## config.mk

```make
export PLATFORM = sky130hd
export DESIGN_NAME = befehls_dekoder_pipeline
export DESIGN_NICKNAME = d
export VERILOG_FILES = /design/src/rtl/befehls_dekoder_pipeline.sv
export SDC_FILE = /design/constraint.sdc
export NUM_CORES = 1
export LEC_CHECK = 0
export CORE_ASPECT_RATIO = 0.75
export CORE_UTILIZATION = 45
export DETAILED_ROUTE_END_ITERATION = 12
export GPL_ROUTABILITY_DRIVEN = 0
export PLACE_DENSITY = 0.64
export SETUP_SLACK_MARGIN = 0.4
export SYNTH_ARGS = -nofsm -noshare
export SYNTH_HDL_FRONTEND = slang
export SYNTH_SLANG_ARGS = --single-unit
```

## constraint.sdc

```tcl
create_clock -name clk -period 6.3 [get_ports clk]
set_input_delay 1.26 -clock clk [delete_from_list [all_inputs] [get_ports clk]]
set_output_delay 1.26 -clock clk [all_outputs]
set_load 0.02 [all_outputs]
```

## src/rtl/befehls_dekoder_pipeline.sv

```systemverilog
// rtl/befehls_dekoder_pipeline.sv - FIFO-buffered instruction decode stage with valid/ready output register
// Optional macro HANS_DEC_ILLEGAL_EN adds a registered out_illegal flag.
module befehls_dekoder_pipeline #(
    parameter int DEPTH      = 4,
    parameter int REG_IDX_W  = 6,
    parameter int IMM_W      = 26,
    parameter int IMM_SIGNED = 0
) (
    input  logic                         clk,
    input  logic                         Reset,
    input  logic                         flush,
    input  logic [31:0]                  in_instr,
    input  logic                         in_valid,
    output logic                         in_ready,
    output logic                         out_valid,
    input  logic                         out_ready,
    output logic [REG_IDX_W-1:0]         out_rs1,
    output logic [REG_IDX_W-1:0]         out_rs2,
    output logic [REG_IDX_W-1:0]         out_rd,
    output logic [IMM_W-1:0]             out_imm,
    output logic [5:0]                   out_funct,
    output logic [9:0]                   out_flags,
`ifdef HANS_DEC_ILLEGAL_EN
    output logic                         out_illegal,
`endif
    output logic [$clog2(DEPTH+1)-1:0]   fill_level
);

    localparam int PTR_W = $clog2(DEPTH);
    localparam int CNT_W = $clog2(DEPTH + 1);
    localparam logic [CNT_W-1:0] FULL_CNT = CNT_W'(DEPTH);

    logic [31:0]          r_mem [DEPTH];
    logic [PTR_W-1:0]     r_wr_ptr;
    logic [PTR_W-1:0]     r_rd_ptr;
    logic [CNT_W-1:0]     r_count;

    logic                 w_push;
    logic                 w_pop;
    logic [31:0]          w_head;
    logic [5:0]           w_op;
    logic [1:0]           w_f;
    logic                 w_bank;
    logic [REG_IDX_W-1:0] w_rs1;
    logic [REG_IDX_W-1:0] w_rs2;
    logic [REG_IDX_W-1:0] w_rd;
    logic [IMM_W-1:0]     w_imm;
    logic [5:0]           w_funct;
    logic [9:0]           w_flags;

    assign in_ready   = (r_count != FULL_CNT);
    assign w_push     = in_valid && in_ready;
    assign w_pop      = (r_count != '0) && (!out_valid || out_ready);
    assign fill_level = r_count;
    assign w_head     = r_mem[r_rd_ptr];
    assign w_op       = w_head[31:26];
    assign w_f        = w_head[5:4];

    // Storage needs no reset: the pointers and count define what is valid.
    always_ff @(posedge clk) begin
        if (w_push && !flush) begin
            r_mem[r_wr_ptr] <= in_instr;
        end
    end

    always_comb begin
        w_bank  = 1'b0;
        w_rs1   = '0;
        w_rs2   = '0;
        w_rd    = '0;
        w_imm   = '0;
        w_funct = '0;
        w_flags = '0;
        case (w_op[5:4])
            2'b00: begin
                w_bank     = (w_f == 2'b10);
                w_rs1      = REG_IDX_W'({w_bank, w_head[15:11]});
                w_rs2      = REG_IDX_W'({w_bank, w_head[20:16]});
                w_rd       = REG_IDX_W'({w_bank, w_head[25:21]});
                w_funct    = w_head[5:0];
                w_flags[5] = w_bank;
            end
            2'b01: begin
                w_imm      = IMM_W'(w_head[25:0]);
                w_flags[1] = 1'b1;
            end
            default: begin
                w_rs1      = REG_IDX_W'(w_head[20:16]);
                w_rd       = REG_IDX_W'(w_head[25:21]);
                w_imm      = {{(IMM_W-16){(IMM_SIGNED != 0) && w_head[15]}}, w_head[15:0]};
                w_flags[0] = 1'b1;
                if (w_op == 6'b101100) begin
                    w_rs2 = REG_IDX_W'(w_head[25:21]);
                end
            end
        endcase
        w_flags[2] = (w_op == 6'b101111);
        w_flags[3] = (w_op == 6'b101111) || (w_op == 6'b010000) || (w_op == 6'b101110);
        w_flags[4] = (w_op == 6'b101101);
        w_flags[6] = (w_op[5:1] == 5'b10101);
        w_flags[7] = (w_op == 6'b101100);
        w_flags[8] = (w_op == 6'b101101) || (w_op == 6'b101111) || (w_op == 6'b010000);
        w_flags[9] = (w_op == 6'b101110);
    end

`ifdef HANS_DEC_ILLEGAL_EN
    logic w_illegal;
    assign w_illegal = ((w_op[5:4] == 2'b01) && (w_op != 6'b010000)) ||
                       ((w_op[5:4] == 2'b00) && (w_f == 2'b11));
`endif

    always_ff @(posedge clk or posedge Reset) begin
        if (Reset) begin
            r_wr_ptr    <= '0;
            r_rd_ptr    <= '0;
            r_count     <= '0;
            out_valid   <= 1'b0;
            out_rs1     <= '0;
            out_rs2     <= '0;
            out_rd      <= '0;
            out_imm     <= '0;
            out_funct   <= '0;
            out_flags   <= '0;
`ifdef HANS_DEC_ILLEGAL_EN
            out_illegal <= 1'b0;
`endif
        end else if (flush) begin
            r_wr_ptr    <= '0;
            r_rd_ptr    <= '0;
            r_count     <= '0;
            out_valid   <= 1'b0;
            out_rs1     <= '0;
            out_rs2     <= '0;
            out_rd      <= '0;
            out_imm     <= '0;
            out_funct   <= '0;
            out_flags   <= '0;
`ifdef HANS_DEC_ILLEGAL_EN
            out_illegal <= 1'b0;
`endif
        end else begin
            if (w_push) begin
                r_wr_ptr <= r_wr_ptr + PTR_W'(1);
            end
            if (w_pop) begin
                r_rd_ptr <= r_rd_ptr + PTR_W'(1);
            end
            case ({w_push, w_pop})
                2'b10:   r_count <= r_count + CNT_W'(1);
                2'b01:   r_count <= r_count - CNT_W'(1);
                default: r_count <= r_count;
            endcase
            // A stalled bundle is held untouched until the consumer takes it.
            if (w_pop) begin
                out_valid   <= 1'b1;
                out_rs1     <= w_rs1;
                out_rs2     <= w_rs2;
                out_rd      <= w_rd;
                out_imm     <= w_imm;
                out_funct   <= w_funct;
                out_flags   <= w_flags;
`ifdef HANS_DEC_ILLEGAL_EN
                out_illegal <= w_illegal;
`endif
            end else if (out_ready) begin
                out_valid <= 1'b0;
            end
        end
    end

endmodule

```

==> out/summary.log, run 1 <==
qor: route.route.antenna.remaining_nets 0
qor: clock_network.postCtsSetupRepairBufs 0
qor: critical_path.worstSetupStartpoint fill_level[0]$_DFFE_PP0P_
qor: timing.final-setup-viol-count 0
qor: critical_path.setup.worst_path.class reg2out
qor: clock_network.post_cts.resized_instances 0
qor: logic_synthesis.fraction_of_synthesis_flops_using_an_asynchronous_set_or_reset_pin 34.0%
qor: critical_path.timing.critical_path.cells or3b_2 > clkdlybuf4s50_1
qor: min_path.timing.hold.worst.start out_flags[1]$_DFFE_PP0P_
qor: logic_synthesis.synthTopCellsByArea sky130_fd_sc_hd__edfxtp_1, sky130_fd_sc_hd__dfrtp_1, sky130_fd_sc_hd__mux4_2, sky130_fd_sc_hd__a22o_1, sky130_fd_sc_hd__nand2_1
qor: global_route.global_route_wire_length_before_repair 24.5 mm
qor: critical_path.worst-endpoint-required 5.04 ns
qor: layout.areaGrowthSynthToFinish 23.8%
qor: logic_synthesis.synth.net_count 457
qor: layout.drive_above_1_share 15.2%
qor: layout.num-nets-final 562
qor: timing.final_hold_violation_count 0
qor: critical_path.element_type_at_the_critical_path_end output port
qor: route.drt_iter0_drc 284
qor: clock_network.cts-root-buf sky130_fd_sc_hd__clkbuf_16
qor: critical_path.terminus_of_the_critical_flop_to_flop_path out_rs2[1]$_DFFE_PP0P_
qor: floorplan.dieArea 17000 um^2
qor: logic_synthesis.netlist-cell-type-count 53
qor: clock_network.clock_insertion_delay_worst_skew 0.43 ns
qor: critical_path.timing.reg2reg.worst_path_depth 5
qor: timing.setup_tns 0 ns
qor: critical_path.cp.arrival 2.06 ns
qor: floorplan.num_rows 40
qor: run.max_cap_viol_count 0
qor: logic_synthesis.ys_ff_latch 194
qor: clock_network.cts_inserted_buffers 17
qor: critical_path.cpLargestDelayFamily simple AND/OR/NAND/NOR gates
qor: power_and_ir_drop.worst_ir_drop_vdd 217 uV
qor: clock_network.cts-htree-levels 4
qor: min_path.hold_path_class reg2reg
qor: route.drc_errors 0
qor: timing.grt_setup_unrepaired no
qor: timing.min_period_over_period 52.7%
qor: placement.dp_hpwl 9.75 mm
qor: logic_synthesis.yosysSeqAreaShare 73.9%
qor: floorplan.core_area 16100 um^2
qor: logic_synthesis.synth.yosys.warnings 0
qor: global_route.grt_antenna_before_repair 0
qor: global_route.globalRouteOverflowTotal 0
qor: floorplan.initial_core_util 46.3%
qor: timing.max_slew.worst_pin.slew 0.946 ns
qor: placement.dpl_cells 711
qor: layout.n_antenna_cell 0
qor: power_and_ir_drop.fin_total_pwr 3.79 mW
qor: clock_network.clock-sinks 194
qor: timing.worst_clock_skew 0.00702 ns
qor: global_route.grt_pass1_vias 4229
qor: floorplan.chipHeight 113 um
qor: clock_network.cts_tree done
qor: critical_path.critical_path.reg2reg.startpoint r_rd_ptr[0]$_DFFE_PP0P_
qor: critical_path.reg2reg_slack 3.46 ns
qor: layout.stdcell_count 743
qor: logic_synthesis.synth_area 7430 um^2
qor: critical_path.setup.worst_path.end in_ready
qor: route.detailroute.via_count 4105
qor: global_route.pin_count_of_the_biggest_net_entering_global_routing 67
qor: power_and_ir_drop.power_density 412 nW/um^2
qor: route.detailedRoute.firstPassIterationCount 4
qor: status.status completed
qor: logic_synthesis.dominantRegCellSynth sky130_fd_sc_hd__edfxtp_1
qor: timing.final-max-slew-violation-count 0
qor: floorplan.horizontal_extent_of_the_die 150 um
qor: timing.fmaxAchievable 301 MHz
qor: floorplan.design.portCount 102
qor: route.drt-wirelength-per-cell 21.2 um
qor: critical_path.worst-path-buf-inv 1
qor: logic_synthesis.synth_enable_flop_cells 128
qor: logic_synthesis.synth_top_area_cell sky130_fd_sc_hd__edfxtp_1
qor: route.detail_route.vias_per_cell 5.52
qor: global_route.total_global_routing_track_utilization 20.1%
qor: critical_path.worst_path_max_delay_cell sky130_fd_sc_hd__or3b_2
qor: placement.io_buffers 101
qor: power_and_ir_drop.power.leakage 3.32 nW
qor: logic_synthesis.synth_largest_type_area_fraction 51.7%
qor: clock_network.hold_buffer_count_at_cts 0
qor: logic_synthesis.synthesis.instances 415
qor: critical_path.timing.critical_path.fanout_max 7
qor: critical_path.crit_path_start_kind flip-flop
qor: clock_network.cts_max_path_buffers 2
qor: clock_network.clkTransAtPathRegs 0.06 ns
qor: route.totalWireLength 15.8 mm
qor: logic_synthesis.syn_avg_cell_area 17.9 um^2
qor: critical_path.critical_path_depth 2
qor: timing.final_critical_period 3.32 ns
qor: timing.worst_slew_margin_rel 37.0%
qor: critical_path.slowest_delay 0.59 ns
==> layout make-up <==
class / count / area, um^2
fillers: 1224 / 6860
flip-flops and latches: 194 / 5500
multi-input cells: 191 / 1810
repair buffers: 108 / 1060
clock buffers: 21 / 450
well taps: 210 / 263
clock inverters: 11 / 87.6
inverters: 8 / 30.0
==> synth_stat cells, drive strengths merged (6+ instances only) <==
cell / instances
inv: 8
nor2: 8
edfxtp: 128
a22o: 25
mux4: 32
a221o: 6
nor3: 7
nand2: 37
dfrtp: 66
buf: 13
and2: 8
o21ai: 14
clkbuf: 9
==> registers in the layout, indices dropped and copies added (netlist names) <==
signal      flops
r_rd_ptr        2
out_rs1         6
out_funct       6
out_valid       1
r_mem         128
fill_level      3
r_wr_ptr        2
out_rs2         5
out_rd          5
out_flags      10
out_imm        26
==> metrics by stage <==
step | util, % | area (um^2) | hold WS [ns] | worst slack (ns)
after floorplan | - | 7430 | 0.543 | 3.39
after global placement | 53.9 | 8660 | 0.464 | 2.85
after detailed placement | 53.9 | 8660 | 0.478 | 2.78
after CTS | 57.3 | 9200 | 0.494 | 2.97
after global routing | 57.3 | 9200 | 0.525 | 2.90
final | 57.3 | 9200 | 0.491 | 2.98
==> worst register-to-register path: stages, from the launching register on <==
cell and delay (ns):
sky130_fd_sc_hd__dfrtp_2 0.69, sky130_fd_sc_hd__buf_4 0.50, sky130_fd_sc_hd__mux4_2 0.66, sky130_fd_sc_hd__or2_1 0.28, sky130_fd_sc_hd__nor4_2 0.40, sky130_fd_sc_hd__a221o_1 0.24
==> power by group <==
part	switching [mW]	leakage, nW	internal [mW]
combinational	0.617	1.00	0.493
sequential	0.132	2.06	1.54
clock	0.451	0.256	0.550
total	1.20	3.32	2.59
==> worst min-delay path by stage <==
stage,endpoint,slack (ns),cells past startpoint
2_1_floorplan,r_wr_ptr[1]$_DFFE_PP0P_,0.54,2
3_3_place_gp,out_flags[1]$_DFFE_PP0P_,0.46,1
3_5_place_dp,out_flags[1]$_DFFE_PP0P_,0.48,1
4_1_cts,out_flags[1]$_DFFE_PP0P_,0.49,1
5_1_grt,out_imm[13]$_DFFE_PP0P_,0.52,2
6_report,out_flags[1]$_DFFE_PP0P_,0.49,1
==> logic make-up (layout without fill, tap and decap cells) <==
logic type | after synthesis | count (layout) | share of synthesized area (%)
flip-flops | 194 | 194 | 73.9
AND/OR/NAND/NOR | 80 | 80 | 5.76
AO/OA/AOI/OAI | 71 | 71 | 7.42
multiplexers | 32 | 32 | 9.69
buffers and inverters | 30 | 148 | 1.92
adder cells (fa/ha/maj) | 5 | 5 | 0.942
XOR/XNOR | 3 | 3 | 0.353
==> routing by layer <==
layer | part of all wire [%] | GRT usage [%] | up-vias
li1 | - | - | 1841
met1 | 47 | 29.0 | 2112
met2 | 46 | 30.0 | 140
met3 | 6.3 | 5.20 | 12
met4 | 0.86 | 5.93 | 0
met5 | 0 | 0 | -
==> placed cells by master (no fill, tap or decap), types with 4 or more instances in the layout <==
master                            instances
sky130_fd_sc_hd__clkbuf_16               17
sky130_fd_sc_hd__nand2_1                 37
sky130_fd_sc_hd__a21oi_1                  4
sky130_fd_sc_hd__o21ai_0                 13
sky130_fd_sc_hd__o211ai_1                 4
sky130_fd_sc_hd__clkdlybuf4s50_1        101
sky130_fd_sc_hd__a221o_1                  6
sky130_fd_sc_hd__inv_1                    7
sky130_fd_sc_hd__nor3_1                   5
sky130_fd_sc_hd__buf_4                    7
sky130_fd_sc_hd__nor2_1                   6
sky130_fd_sc_hd__mux4_2                  32
sky130_fd_sc_hd__edfxtp_1               128
sky130_fd_sc_hd__and2_1                   6
sky130_fd_sc_hd__a22o_1                  25
sky130_fd_sc_hd__ha_1                     4
sky130_fd_sc_hd__dfrtp_1                 65
Power figures use the tool's default switching activity.
==> run 2, diff against run 1 <==
Settings changed: PLACE_DENSITY 0.64 to 0.66.
Clock period 6.3 ns to 2.8 ns, I/O delays scaled along.
==> out/summary.log, run 2 (synthesis gave the netlist of run 1 again) <==
qor: status.status completed [unchanged]
qor: route.route.antenna.remaining_nets 0 [unchanged]
qor: floorplan.design.portCount 102 [unchanged]
qor: critical_path.setup.worst_path.class reg2out [unchanged]
qor: route.detailedRoute.firstPassIterationCount 4 [unchanged]
qor: placement.post-place-ws 0.256 ns [was 2.78 ns]
qor: power_and_ir_drop.power_density 947 nW/um^2 [was 412 nW/um^2]
qor: layout.final_core_util 58.7% [was 57.3%]
qor: placement.dp_hpwl 10.8 mm [was 9.75 mm]
qor: global_route.grt_pass1_vias 4357 [was 4229]
qor: layout.num-nets-final 575 [was 562]
qor: timing.worst_clock_skew 0.0131 ns [was 0.00702 ns]
qor: critical_path.cp.arrival 1.76 ns [was 2.06 ns]
qor: layout.areaGrowthSynthToFinish 26.9% [was 23.8%]
qor: timing.worst_slack 0.481 ns [was 2.98 ns]
qor: power_and_ir_drop.worst_ir_drop_vdd 708 uV [was 217 uV]
qor: timing.final-setup-viol-count 0 [unchanged]
qor: layout.n_antenna_cell 0 [unchanged]
qor: critical_path.worst-endpoint-required 2.24 ns [was 5.04 ns]
qor: floorplan.dieArea 17000 um^2 [unchanged]
qor: clock_network.cts_max_path_buffers 2 [unchanged]
qor: timing.grt_setup_unrepaired no [unchanged]
qor: floorplan.initial_core_util 46.3% [unchanged]
qor: floorplan.chipHeight 113 um [unchanged]
qor: clock_network.postCtsSetupRepairBufs 0 [unchanged]
qor: global_route.pin_count_of_the_biggest_net_entering_global_routing 37 [was 67]
qor: critical_path.worst_path_max_delay_cell sky130_fd_sc_hd__or3b_4 [was sky130_fd_sc_hd__or3b_2]
qor: global_route.grt_antenna_before_repair 0 [unchanged]
qor: layout.largestRegisters r_mem: 128 flops, out_imm: 26 flops, out_flags: 10 flops [unchanged]
qor: timing.final_hold_violation_count 0 [unchanged]
qor: power_and_ir_drop.comb_power_share 29.4% [was 29.3%]
qor: route.detailroute.via_count 4266 [was 4105]
qor: timing.max_slew.worst_pin.slew 0.791 ns [was 0.946 ns]
qor: global_route.global_route_wire_length_before_repair 25.2 mm [was 24.5 mm]
qor: clock_network.clock-sinks 194 [unchanged]
qor: clock_network.cts-root-buf sky130_fd_sc_hd__clkbuf_16 [unchanged]
qor: route.totalWireLength 16.1 mm [was 15.8 mm]
qor: global_route.total_global_routing_track_utilization 20.8% [was 20.1%]
qor: layout.largest_register_ff_count 128 [unchanged]
qor: run.max_cap_viol_count 0 [unchanged]
qor: layout.final_cell_mix sky130_fd_sc_hd__edfxtp_1, sky130_fd_sc_hd__clkdlybuf4s50_1, sky130_fd_sc_hd__dfrtp_1, sky130_fd_sc_hd__nand2_1, sky130_fd_sc_hd__mux4_2 [unchanged]
qor: timing.fmaxAchievable 431 MHz
qor: timing.final_critical_period 2.32 ns
qor: layout.layout_commonest_cell sky130_fd_sc_hd__edfxtp_1 [unchanged]
qor: floorplan.horizontal_extent_of_the_die 150 um [unchanged]
qor: layout.drive_above_1_share 17.6% [was 15.2%]
qor: floorplan.core_area 16100 um^2 [unchanged]
qor: layout.seqCellArea 5500 um^2 [unchanged]
qor: layout.postLayoutCellArea 9430 um^2 [was 9200 um^2]
qor: route.drc_errors 0 [unchanged]
qor: layout.register_with_the_most_flip_flops r_mem [unchanged]
qor: critical_path.crit_path_start_kind flip-flop [unchanged]
qor: timing.min_period_over_period 82.8%
qor: timing.setup_tns 0 ns [unchanged]
qor: clock_network.cts-htree-levels 4 [unchanged]
qor: critical_path.cpLargestDelayFamily simple AND/OR/NAND/NOR gates [unchanged]
qor: placement.place_area 8790 um^2 [was 8660 um^2]
qor: power_and_ir_drop.internal_power 6.17 mW [was 2.59 mW]
qor: route.drt-wirelength-per-cell 21.3 um [was 21.2 um]
qor: clock_network.clkTransAtPathRegs 0.07 ns [was 0.06 ns]
qor: placement.io_buffers 101 [unchanged]
qor: critical_path.timing.critical_path.fanout_max 7 [unchanged]
qor: layout.fillers 1200 [was 1224]
qor: power_and_ir_drop.psw 2.76 mW [was 1.20 mW]
qor: clock_network.cts_tree done [unchanged]
qor: power_and_ir_drop.fin_total_pwr 8.93 mW [was 3.79 mW]
qor: min_path.hold_path_class reg2reg [unchanged]
qor: clock_network.cts_inserted_buffers 17 [unchanged]
qor: timing.worst_slew_margin_rel 47.2% [was 37.0%]
qor: global_route.globalRouteOverflowTotal 0 [unchanged]
qor: critical_path.element_type_at_the_critical_path_end output port [unchanged]
qor: floorplan.num_rows 40 [unchanged]
qor: critical_path.timing.critical_path.cells or3b_4 > dlygate4sd2_1 [was or3b_2 > clkdlybuf4s50_1]
qor: timing.final-max-slew-violation-count 0 [unchanged]
qor: power_and_ir_drop.power.switching_fraction 30.9% [was 31.7%]
qor: power_and_ir_drop.power.leakage 3.44 nW [was 3.32 nW]
qor: route.drt_iter0_drc 311 [was 284]
qor: power_and_ir_drop.power.clock.fraction 28.6% [was 26.4%]
qor: critical_path.slowest_delay 0.50 ns [was 0.59 ns]
qor: layout.multi_input_comb_area 1830 um^2 [was 1810 um^2]
qor: critical_path.worst-path-buf-inv 1 [unchanged]
qor: clock_network.clock_insertion_delay_worst_skew 0.44 ns [was 0.43 ns]
qor: route.detail_route.vias_per_cell 5.64 [was 5.52]
qor: power_and_ir_drop.sequentialPowerShare 42.0% [was 44.2%]
run 2: worst reg2reg max path, delay by kind of cell, from the launching register on:
family | cells | cell delay, ns
and+or+nand+nor | 2 | 0.93
muxes | 1 | 0.66
DFF | 1 | 0.52
AOI/OAI and AO/OA | 1 | 0.14
run 2: power by group through the flow:
stage	Clock, mW	Combinational, mW	Sequential (mW)
6_report	2.56	2.62	3.75
5_1_grt	2.71	2.82	3.79
4_1_cts	2.60	2.64	3.75
3_5_place_dp	0	2.62	3.80
3_3_place_gp	0	2.58	3.79
2_1_floorplan	0	1.24	4.03
run 2: final timing paths:
path,start,slack (ns),to,depth (start not counted)
min in group asynchronous,Reset,0.60,out_flags[1]$_DFFE_PP0P_,2
min reg2reg,out_flags[1]$_DFFE_PP0P_,0.49,out_flags[1]$_DFFE_PP0P_,1
max,fill_level[0]$_DFFE_PP0P_,0.48,in_ready,2
max reg2reg,r_rd_ptr[0]$_DFFE_PP0P_,0.49,out_rs1[5]$_DFFE_PP0P_,4
max in group asynchronous,Reset,1.55,out_rs1[2]$_DFFE_PP0P_,3
min,out_flags[1]$_DFFE_PP0P_,0.49,out_flags[1]$_DFFE_PP0P_,1
run 2: per-stage QoR:
step / instances / hold WS (ns)
after global routing: 756 / 0.519
final: 756 / 0.490
after global placement: 724 / 0.466
after CTS: 756 / 0.491
after detailed placement: 724 / 0.473
after floorplan: 415 / 0.543
run 2: layout make-up:
class,count,share of cell area [%]
sequential,194,58.3
multi-input combinational,191,19.4
timing repair buffer,121,12.6
clock buffer,20,4.74
tap,210,2.79
clock inverter,12,1.92
inverter,8,0.318
run 2: layer usage:
| layer | up-vias | global-route usage (%) | wire length (um) |
|---|---|---|---|
| li1 | 1878 | - | - |
| met1 | 2204 | 28.8 | 7120 |
| met2 | 165 | 32.2 | 7490 |
| met3 | 19 | 5.12 | 1230 |
| met4 | 0 | 7.74 | 265 |
| met5 | - | 0 | 0 |
run 2: repair_timing:
item	4_1_cts	5_1_grt
hold endpoints to repair	0	0
resized for setup	2	2
hold buffers	0	0
endpoints found under the setup margin	1	1
==> run 3, diff against run 2 <==
Clock period 2.8 ns to 2.1 ns, I/O delays scaled along.
==> out/summary.log, run 3 (synthesis gave the netlist of run 1 again) <==
qor: status.status completed [unchanged]
qor: timing.final-setup-viol-count 0 [unchanged]
qor: route.totalWireLength 18.4 mm [was 16.1 mm]
qor: timing.setup_tns 0 ns [unchanged]
qor: critical_path.timing.critical_path.fanout_max 4 [was 7]
qor: timing.final_hold_violation_count 0 [unchanged]
qor: route.detailedRoute.firstPassIterationCount 5 [was 4]
qor: layout.n_antenna_cell 0 [unchanged]
qor: layout.num-nets-final 647 [was 575]
qor: global_route.global_route_wire_length_before_repair 26.5 mm [was 25.2 mm]
qor: global_route.globalRouteOverflowTotal 0 [unchanged]
qor: floorplan.design.portCount 102 [unchanged]
qor: floorplan.chipHeight 113 um [unchanged]
qor: layout.largest_register_ff_count 128 [unchanged]
qor: placement.post-place-ws -0.229 ns [was 0.256 ns]
qor: critical_path.timing.critical_path.cells or3b_4 > a211oi_4 > fa_2 > a2111o_1 > and3b_1 > nor3_2 [was or3b_4 > dlygate4sd2_1]
qor: route.detailroute.via_count 4649 [was 4266]
qor: critical_path.element_type_at_the_critical_path_end flip-flop [was output port]
qor: layout.register_with_the_most_flip_flops r_mem [unchanged]
qor: critical_path.worst-endpoint-required 2.44 ns [was 2.24 ns]
qor: layout.stdcell_count 828 [was 756]
qor: clock_network.cts_inserted_buffers 17 [unchanged]
qor: critical_path.cp.arrival 2.43 ns [was 1.76 ns]
qor: clock_network.cts_tree done [unchanged]
qor: layout.layout_commonest_cell sky130_fd_sc_hd__edfxtp_1 [unchanged]
qor: min_path.hold_path_class in2async [was reg2reg]
qor: floorplan.num_rows 40 [unchanged]
qor: global_route.total_global_routing_track_utilization 21.5% [was 20.8%]
qor: route.drc_errors 0 [unchanged]
qor: global_route.pin_count_of_the_biggest_net_entering_global_routing 67 [was 37]
qor: power_and_ir_drop.power.leakage 4.25 nW [was 3.44 nW]
qor: timing.final-max-slew-violation-count 0 [unchanged]
qor: global_route.globalRoute.busiestLayer met2 [unchanged]
qor: clock_network.cts-root-buf sky130_fd_sc_hd__clkbuf_16 [unchanged]
qor: clock_network.clock-sinks 194 [unchanged]
qor: timing.grt_setup_unrepaired yes [was no]
qor: global_route.use_met2 32.8% [was 32.2%]
qor: layout.drive_above_1_share 32.8% [was 17.6%]
qor: power_and_ir_drop.worst_ir_drop_vdd 822 uV [was 708 uV]
qor: floorplan.initial_core_util 46.3% [unchanged]
qor: global_route.grt.met3_usage 4.88% [was 5.12%]
qor: layout.fillers 1117 [was 1200]
qor: layout.final_cell_mix sky130_fd_sc_hd__edfxtp_1, sky130_fd_sc_hd__dlygate4sd2_1, sky130_fd_sc_hd__dfrtp_1, sky130_fd_sc_hd__buf_4, sky130_fd_sc_hd__clkdlybuf4s50_1 [was sky130_fd_sc_hd__edfxtp_1, sky130_fd_sc_hd__clkdlybuf4s50_1, sky130_fd_sc_hd__dfrtp_1, sky130_fd_sc_hd__nand2_1, sky130_fd_sc_hd__mux4_2]
qor: timing.min_period_over_period 99.5%
qor: clock_network.cts_max_path_buffers 2 [unchanged]
qor: timing.worst_slack 0.0113 ns [was 0.481 ns]
qor: timing.finalHoldWorstSlack 0.439 ns [was 0.490 ns]
qor: global_route.grt_antenna_before_repair 0 [unchanged]
qor: critical_path.worst-path-buf-inv 0 [was 1]
qor: route.detail_route.vias_per_cell 5.61 [was 5.64]
qor: timing.final_critical_period 2.09 ns
qor: floorplan.core_area 16100 um^2 [unchanged]
qor: placement.dp_hpwl 11.2 mm [was 10.8 mm]
qor: timing.max_slew.worst_pin.slew 0.385 ns [was 0.791 ns]
qor: critical_path.worst_path_max_delay_cell sky130_fd_sc_hd__dfrtp_2 [was sky130_fd_sc_hd__or3b_4]
qor: critical_path.slowest_delay 0.45 ns [was 0.50 ns]
qor: clock_network.clock_insertion_delay_worst_skew 0.43 ns [was 0.44 ns]
qor: global_route.global_route.usage.met1 31.1% [was 28.8%]
qor: timing.fmaxAchievable 479 MHz
qor: route.drt_iter0_drc 360 [was 311]
qor: floorplan.dieArea 17000 um^2 [unchanged]
qor: critical_path.cpLargestDelayFamily simple AND/OR/NAND/NOR gates [unchanged]
qor: critical_path.setup.worst_path.class reg2reg [was reg2out]
qor: route.drt-wirelength-per-cell 22.2 um [was 21.3 um]
qor: clock_network.cts-htree-levels 4 [unchanged]
qor: critical_path.crit_path_start_kind flip-flop [unchanged]
qor: layout.final_core_util 65.1% [was 58.7%]
qor: placement.dpl_cells 753 [was 724]
qor: layout.areaGrowthSynthToFinish 40.8% [was 26.9%]
qor: timing.worst_slew_margin_rel 74.4% [was 47.2%]
qor: clock_network.clkTransAtPathRegs 0.07 ns [about the same]
qor: layout.seqCellArea 5500 um^2 [about the same]
qor: power_and_ir_drop.power_density 1190 nW/um^2 [was 947 nW/um^2]
qor: placement.io_buffers 101 [unchanged]
qor: global_route.grt_pass1_vias 4647 [was 4357]
qor: floorplan.horizontal_extent_of_the_die 150 um [unchanged]
qor: timing.worst_clock_skew 0.0105 ns [was 0.0131 ns]
qor: run.max_cap_viol_count 0 [unchanged]
qor: layout.multi_input_comb_area 2000 um^2 [was 1830 um^2]
qor: route.route.antenna.remaining_nets 0 [unchanged]
qor: layout.largestRegisters r_mem: 128 flops, out_imm: 26 flops, out_flags: 10 flops [unchanged]
run 3: worst register-to-register path, delay by kind of cell (launching register included):
kind / cells / cell delay, ns
AOI/OAI and AO/OA: 2 / 0.49
adders and majority gates: 1 / 0.42
DFF: 1 / 0.45
and+or+nand+nor: 3 / 0.66
run 3: area by class of cell:
class / count / area share [%]
sequential: 194 / 52.6
timing repair buffer: 193 / 20.6
multi-input combinational: 191 / 19.1
clock buffer: 22 / 4.38
tap: 210 / 2.51
clock inverter: 10 / 0.574
inverter: 8 / 0.359
run 3: report_power, final:
part	internal, mW	leakage (nW)	switching (mW)
clock	1.55	0.265	1.33
sequential	4.63	2.06	0.334
combinational	2.20	1.93	2.40
run 3: stage by stage:
stage,area (um^2),power [mW]
after floorplan,7580,7.21
after global placement,9220,8.92
after detailed placement,9220,8.99
after CTS,10100,12.0
after global routing,10500,12.9
final,10500,12.4
run 3: final timing paths:
| path | cells after the start | slack (ns) | startpoint | end |
|---|---|---|---|---|
| setup / recovery | 6 | 0.01 | fill_level[2]$_DFFE_PP0P_ | fill_level[2]$_DFFE_PP0P_ |
| hold / removal | 3 | 0.44 | Reset | fill_level[1]$_DFFE_PP0P_ |
| setup reg to reg | 6 | 0.01 | fill_level[2]$_DFFE_PP0P_ | fill_level[2]$_DFFE_PP0P_ |
| hold reg to reg | 2 | 0.49 | out_imm[0]$_DFFE_PP0P_ | out_imm[0]$_DFFE_PP0P_ |
| max in group asynchronous | 3 | 1.33 | Reset | out_funct[1]$_DFFE_PP0P_ |
| min in group clk | 2 | 0.49 | out_imm[0]$_DFFE_PP0P_ | out_imm[0]$_DFFE_PP0P_ |
run 3: what timing repair did:
item / 4_1_cts / 5_1_grt
hold buffers: 0 / 0
buffers inserted: 20 / 10
gates cloned: 6 / 7
setup endpoints to repair: 253 / 188
pin swaps: 12 / 32
resized for setup: 109 / 39
run 3: routing by layer:
layer  part of all wire (%)  up-vias
li1                       -     2023
met1                     46     2436
met2                     47      165
met3                    5.8       25
met4                    1.4        0
met5                      0        -
